**src/rtl/fifo_ctrl_if.sv**
```systemverilog
// FIFO stream interface: write side, read side, status flags.
// slave = FIFO side, master = producer/consumer side.
interface fifo_ctrl_if #(
  parameter int DATA = 16,
  parameter int ADDR = 5
);
  logic            wr_EN;
  logic [DATA-1:0] wr_DATA;
  logic            full;
  logic            almost_full;
  logic            rd_EN;
  logic [DATA-1:0] rd_DATA;
  logic            rd_VALID;
  logic            empty;
  logic            almost_empty;
  logic [ADDR:0]   count;
`ifdef FIFO_ERR_FLAG_EN
  logic            ovf_ERR;
  logic            udf_ERR;
  logic            err_CLR;

  modport slave (
    input  wr_EN, wr_DATA, rd_EN, err_CLR,
    output full, almost_full, rd_DATA, rd_VALID,
    output empty, almost_empty, count,
    output ovf_ERR, udf_ERR
  );

  modport master (
    output wr_EN, wr_DATA, rd_EN, err_CLR,
    input  full, almost_full, rd_DATA, rd_VALID,
    input  empty, almost_empty, count,
    input  ovf_ERR, udf_ERR
  );
`else
  modport slave (
    input  wr_EN, wr_DATA, rd_EN,
    output full, almost_full, rd_DATA, rd_VALID,
    output empty, almost_empty, count
  );

  modport master (
    output wr_EN, wr_DATA, rd_EN,
    input  full, almost_full, rd_DATA, rd_VALID,
    input  empty, almost_empty, count
  );
`endif
endinterface

```
**src/rtl/fifo_ctrl.sv**
```systemverilog
// Synchronous FIFO over a dual-port RAM; port A writes, port B reads.
// Ports: clK, rsT (async, high), bus (fifo_ctrl_if.slave). Option: FIFO_ERR_FLAG_EN.
module dpram #(
  parameter int DATA = 16,
  parameter int ADDR = 5
) (
  input  logic            clk,
  input  logic            a_port_WR,
  input  logic [ADDR-1:0] a_port_ADDR,
  input  logic [DATA-1:0] a_port_data_IN,
  output logic [DATA-1:0] a_port_data_OUT,
  input  logic            b_port_WR,
  input  logic [ADDR-1:0] b_port_ADDR,
  input  logic [DATA-1:0] b_port_data_IN,
  output logic [DATA-1:0] b_port_data_OUT
);
  logic [DATA-1:0] mem_q [2**ADDR];
  logic [DATA-1:0] a_dout_q;
  logic [DATA-1:0] b_dout_q;

  always_ff @(posedge clk) begin
    if (a_port_WR) mem_q[a_port_ADDR] <= a_port_data_IN;
    if (b_port_WR) mem_q[b_port_ADDR] <= b_port_data_IN;
    a_dout_q <= mem_q[a_port_ADDR];
    b_dout_q <= mem_q[b_port_ADDR];
  end

  assign a_port_data_OUT = a_dout_q;
  assign b_port_data_OUT = b_dout_q;
endmodule

module fifo_ctrl #(
  parameter int DATA     = 16,
  parameter int ADDR     = 5,
  parameter int AF_LEVEL = 28,
  parameter int AE_LEVEL = 4
) (
  input logic        clK,
  input logic        rsT,
  fifo_ctrl_if.slave bus
);
  localparam logic [ADDR:0] ONE  = (ADDR+1)'(1);
  localparam logic [ADDR:0] FULL = (ADDR+1)'(2**ADDR);
  localparam logic [ADDR:0] AF   = (ADDR+1)'(AF_LEVEL);
  localparam logic [ADDR:0] AE   = (ADDR+1)'(AE_LEVEL);

  logic [ADDR:0]   wr_ptr_q, wr_ptr_d;
  logic [ADDR:0]   rd_ptr_q, rd_ptr_d;
  logic [ADDR:0]   count_q, count_d;
  logic            full_q, afull_q;
  logic            empty_q, aempty_q;
  logic            valid_q;
  logic            wr_acc, rd_acc;
  logic [DATA-1:0] b_dout;
  logic [DATA-1:0] unused_a_dout;

  // Requests are gated by the current flags only, so a same-cycle
  // pop never frees room for a push at full (and vice versa).
  assign wr_acc = bus.wr_EN & ~full_q;
  assign rd_acc = bus.rd_EN & ~empty_q;

  always_comb begin
    wr_ptr_d = wr_ptr_q;
    rd_ptr_d = rd_ptr_q;
    count_d  = count_q;
    if (wr_acc) wr_ptr_d = wr_ptr_q + ONE;
    if (rd_acc) rd_ptr_d = rd_ptr_q + ONE;
    unique case ({wr_acc, rd_acc})
      2'b10:   count_d = count_q + ONE;
      2'b01:   count_d = count_q - ONE;
      default: count_d = count_q;
    endcase
  end

  always_ff @(posedge clK or posedge rsT) begin
    if (rsT) begin
      wr_ptr_q <= '0;
      rd_ptr_q <= '0;
      count_q  <= '0;
      full_q   <= 1'b0;
      afull_q  <= 1'b0;
      empty_q  <= 1'b1;
      aempty_q <= 1'b1;
      valid_q  <= 1'b0;
    end else begin
      wr_ptr_q <= wr_ptr_d;
      rd_ptr_q <= rd_ptr_d;
      count_q  <= count_d;
      full_q   <= (count_d == FULL);
      afull_q  <= (count_d >= AF);
      empty_q  <= (count_d == '0);
      aempty_q <= (count_d <= AE);
      valid_q  <= rd_acc;
    end
  end

  // Wrap-extended pointers must always differ by exactly the count.
  always_ff @(posedge clK) begin
    if (!rsT) assert (count_q == wr_ptr_q - rd_ptr_q);
  end

  dpram #(
    .DATA (DATA),
    .ADDR (ADDR)
  ) u_ram (
    .clk             (clK),
    .a_port_WR       (wr_acc),
    .a_port_ADDR     (wr_ptr_q[ADDR-1:0]),
    .a_port_data_IN  (bus.wr_DATA),
    .a_port_data_OUT (unused_a_dout),
    .b_port_WR       (1'b0),
    .b_port_ADDR     (rd_ptr_q[ADDR-1:0]),
    .b_port_data_IN  ('0),
    .b_port_data_OUT (b_dout)
  );

  assign bus.full         = full_q;
  assign bus.almost_full  = afull_q;
  assign bus.empty        = empty_q;
  assign bus.almost_empty = aempty_q;
  assign bus.count        = count_q;
  assign bus.rd_VALID     = valid_q;
  assign bus.rd_DATA      = b_dout;

`ifdef FIFO_ERR_FLAG_EN
  logic ovf_q, udf_q;

  // Sticky; clear wins over a same-cycle set.
  always_ff @(posedge clK or posedge rsT) begin
    if (rsT) begin
      ovf_q <= 1'b0;
      udf_q <= 1'b0;
    end else if (bus.err_CLR) begin
      ovf_q <= 1'b0;
      udf_q <= 1'b0;
    end else begin
      if (bus.wr_EN & full_q)  ovf_q <= 1'b1;
      if (bus.rd_EN & empty_q) udf_q <= 1'b1;
    end
  end

  assign bus.ovf_ERR = ovf_q;
  assign bus.udf_ERR = udf_q;
`endif
endmodule

```
**src/flat_wrapper.sv**
```systemverilog
// flat-port wrapper written by rule: the top's interface ports become plain ports
module fifo_ctrl_flat 
#(
  parameter int DATA     = 16,
  parameter int ADDR     = 5,
  parameter int AF_LEVEL = 28,
  parameter int AE_LEVEL = 4
)
  (clK, rsT, bus_wr_EN, bus_wr_DATA, bus_rd_EN, bus_full, bus_almost_full, bus_rd_DATA, bus_rd_VALID, bus_empty, bus_almost_empty, bus_count);
  fifo_ctrl_if #(.DATA(DATA), .ADDR(ADDR)) bus_i ();
  input logic clK;
  input logic rsT;
  input wire logic [$bits(bus_i.wr_EN)-1:0] bus_wr_EN;
  input wire logic [$bits(bus_i.wr_DATA)-1:0] bus_wr_DATA;
  input wire logic [$bits(bus_i.rd_EN)-1:0] bus_rd_EN;
  output wire logic [$bits(bus_i.full)-1:0] bus_full;
  output wire logic [$bits(bus_i.almost_full)-1:0] bus_almost_full;
  output wire logic [$bits(bus_i.rd_DATA)-1:0] bus_rd_DATA;
  output wire logic [$bits(bus_i.rd_VALID)-1:0] bus_rd_VALID;
  output wire logic [$bits(bus_i.empty)-1:0] bus_empty;
  output wire logic [$bits(bus_i.almost_empty)-1:0] bus_almost_empty;
  output wire logic [$bits(bus_i.count)-1:0] bus_count;
  assign bus_i.wr_EN = bus_wr_EN;
  assign bus_i.wr_DATA = bus_wr_DATA;
  assign bus_i.rd_EN = bus_rd_EN;
  assign bus_full = bus_i.full;
  assign bus_almost_full = bus_i.almost_full;
  assign bus_rd_DATA = bus_i.rd_DATA;
  assign bus_rd_VALID = bus_i.rd_VALID;
  assign bus_empty = bus_i.empty;
  assign bus_almost_empty = bus_i.almost_empty;
  assign bus_count = bus_i.count;
  fifo_ctrl #(.DATA(DATA), .ADDR(ADDR), .AF_LEVEL(AF_LEVEL), .AE_LEVEL(AE_LEVEL)) u_core (.clK(clK), .rsT(rsT), .bus(bus_i));
endmodule
```
**config.mk**
```make
export PLATFORM = sky130hd
export DESIGN_NAME = fifo_ctrl_flat
export DESIGN_NICKNAME = d
export VERILOG_FILES = /design/src/rtl/fifo_ctrl_if.sv /design/src/rtl/fifo_ctrl.sv /design/src/flat_wrapper.sv
export SDC_FILE = /design/constraint.sdc
export NUM_CORES = 1
export LEC_CHECK = 0
export ABC_AREA = 1
export CAP_MARGIN = 20
export CORE_AREA = 10 10 194 196
export DETAILED_ROUTE_END_ITERATION = 6
export DIE_AREA = 0 0 204 206
export PLACE_DENSITY = 0.92
export SLEW_MARGIN = 20
export SYNTH_ARGS = -nofsm -noshare
export SYNTH_HDL_FRONTEND = slang
export SYNTH_SLANG_ARGS = --single-unit
```
**constraint.sdc**
```tcl
create_clock -name clK -period 2.9 [get_ports clK]
set_input_delay 0.29 -clock clK [delete_from_list [all_inputs] [get_ports clK]]
set_output_delay 0.29 -clock clK [all_outputs]
set_load 0.005 [all_outputs]
```
==> results by group <==
Power
  – Pint: 15.2 mW
  – Logic gate share of total power: 33.6%
  – Sw Ratio: 36.7%
  – Psw: 8.84 mW
  – Leakage power: 8.07 nW
  – Pwr per Cell Area: 993 nW/um2
  – VDD IR max: 0.00106 V
  – Tot Pwr: 24.1 mW
  – Clock Power Share: 25.7%
  – Flop pwr share: 40.6%

Synth
  – Yosys warns: 0
  – Synthesized flop and latch total: 549
  – Cells after Synth: 1643
  – Synthesized area per cell: 13.1 um2
  – Synth cell types: 34
  – Cell area after synthesis: 21600 um2
  – Synthesized Nets: 1670
  – Register area share after synthesis: 75.2%

CTS
  – Longest Clk Path Bufs: 3
  – Sinks on the clock net: 549
  – CTS H-tree lvls: 2
  – CTS buffer count: 51
  – PostCTS Resize Cnt: 0
  – CTS root buf: clkbuf_16
  – CTS tree: yes
  – Hold buffers post-CTS: 0
  – Worst-path clk slew: 60 ps
  – Worst-skew pair later-pin latency: 580 ps
  – Setup bufs post-CTS: 0

Die
  – Ports: 47
  – Std-Cell Rows: 68
  – Die footprint: 42000 um2
  – Core area: 33900 um2
  – Initial core utilization: 63.6%
  – Die Wd: 204 um
  – Die Ht: 206 um

Cells and area
  – Final non-filler cell total: 2203
  – Final instance area: 24300 um2
  – Util after Layout: 71.5%
  – Number of fill cells: 1922
  – Area grow syn2layout: 12.4%
  – Final net count: 1734
  – Layout cells sized above 1: 9.50%
  – Commonest non-fill, non-tap cell in the layout: edfxtp_1
  – Leading cell types in the layout, fill and taps excluded: 512 x edfxtp_1, 297 x nor2_1, 242 x o21ai_0
  – Antenna fix cells: 0

Timing
  – Slew headroom: 41.0%
  – Post-route setup TNS: 0 ps
  – RSZ-0062 raised after global routing: false
  – Layout Skew: 18.1 ps
  – Fin worst setup slack: 368 ps
  – Slew Limit Fails: 0
  – Hold Slack: 183 ps
  – Finish-stage setup viols: 0
  – Fmax: 395 MHz
  – Tightest Pin Transition: 885 ps
  – Post-route clock period utilization: 87.3%
  – Minimum clock period: 2530 ps
  – Final hold violation count: 0

Placed design
  – Dpl hpwl: 30100 um
  – Dpl ws: 371 ps
  – Cell Count Post-Placement: 2109
  – Final Wtd Congestion: 0.865
  – Placement Cell Area: 22700 um2
  – I/O Buffers: 46

Detailed routing
  – Drt drc: 1
  – Routed len/inst: 24.5 um
  – Vias per inst: 6.60
  – Antenna Nets Post-Route: 0
  – Vias: 14500
  – Drt first pass iters: 7
  – Total Wirelength: 54000 um
  – Iter 0 DRT Violations: 2291

GRT
  – First-pass GRT wire length: 81200 um
  – Total global routing overflow: 0
  – Initial antenna violation count: 1
  – Largest net degree at the start of global routing: 131
  – Number of global-route vias before repair: 14200
  – Gr usage total: 25.4%

Critical path
  – Worst Setup Start Kind: flip-flop
  – Worst path slowest cell: inv_6
  – Critical path class: flip-flop to flip-flop
  – Worst Setup End Kind: flip-flop
  – Data required time at the worst endpoint: 3420 ps
  – Critical Path Start: u_core.rd_ptr_q[0]
  – Critical-path cell list: inv_6 > buf_12 > buf_4 > o21ai_0 > o22ai_1 > nand2_1 > nand4_1 > o21ai_1 > inv_1
  – Crit-path max cell delay: 600 ps
  – Crit Path Max Fanout: 119
  – Worst r2r src: u_core.rd_ptr_q[0]
  – Critical path arrival: 3060 ps

Hold path
  – Hold WC Path Type: input pin to asynchronous set/reset pin

Run status
  – Status: complete, but fails checks
  – Failing checks: design-rule violations

Run
  – Maxcap violations: 0
## cell type report
cell class	instances	area [um2]	area share [%]
Clock buffer	68	1370	5.65
Clock inverter	26	164	0.676
Inverter	49	190	0.784
Multi-Input combinational cell	941	4680	19.3
Sequential cell	549	16200	66.9
Tap cell	455	569	2.35
Timing Repair Buffer	115	1050	4.34
## cell families (layout without fill, tap and decap cells)
kind of cell,after synthesis,in the layout,share of synthesized area [%]
fa+ha+maj,7,7,0.406
xor+xnor,10,10,0.406
flops,549,549,75.2
buf+inv,153,258,3.16
simple gates,494,494,9.39
compound gates,430,430,11.5
## worst max-delay path, delay by kind of cell, from the launching register on
kind | cells | cell delay, ps
compound gates | 3 | 440
buf+inv | 4 | 1250
flops | 1 | 510
simple gates | 2 | 190
## final timing paths
check                      slack, ps  cells after the start                               end
max                              370                      9  u_core.u_ram.b_port_data_OUT[14]
max reg2reg                      370                      9  u_core.u_ram.b_port_data_OUT[14]
min reg2reg                      610                      1               u_core.bus.count[0]
min in group clK                 390                      3               u_core.bus.rd_VALID
max in group asynchronous       2090                      2                u_core.rd_ptr_q[0]
min                              180                      2               u_core.bus.count[5]
## layer usage
layer	GRT usage [%]	vias up	routed length, um
met5	0	-	0
met4	14.7	0	3030
met3	4.61	212	6630
met2	42.0	1247	26400
met1	31.1	6877	17900
li1	-	6201	-
## synth_stat cells, drive strengths merged
| library cell | n | area share, % |
|---|---|---|
| a21oi | 1 | 0.023 |
| buf | 40 | 1.2 |
| clkbuf | 64 | 1.1 |
| clkinv | 1 | 0.017 |
| dfrtp | 19 | 2.2 |
| dfstp | 2 | 0.24 |
| dfxtp | 16 | 1.5 |
| edfxtp | 512 | 71 |
| ha | 7 | 0.41 |
| inv | 48 | 0.83 |
| nand2 | 125 | 2.3 |
| nand3 | 46 | 1.1 |
| nand3b | 1 | 0.035 |
| nand4 | 18 | 0.52 |
| nor2 | 302 | 5.4 |
| o211ai | 24 | 0.83 |
| o21ai | 277 | 6.4 |
| o221ai | 40 | 1.6 |
| o22ai | 88 | 2.6 |
| or2 | 2 | 0.058 |
| xnor2 | 2 | 0.081 |
| xor2 | 8 | 0.32 |
## registers in the layout (all words and copies together) (netlist names), 5 cells and up
signal / count
u_core.wr_ptr_q: 5
u_core.rd_ptr_q: 5
u_core.bus.count: 6
u_core.u_ram.mem_q: 512
u_core.u_ram.b_port_data_OUT: 16
## power by group through the flow
stage          registers [mW]  clock network [mW]  logic (mW)
6_report                 9.79                6.20        8.11
3_3_place_gp             9.89                   0        7.37
4_1_cts                  9.78                6.20        7.91
2_1_floorplan            9.76                   0        5.06
3_5_place_dp             9.92                   0        7.75
5_1_grt                  9.83                6.54        8.72
Note: power is estimated with default switching activity, not from simulation.
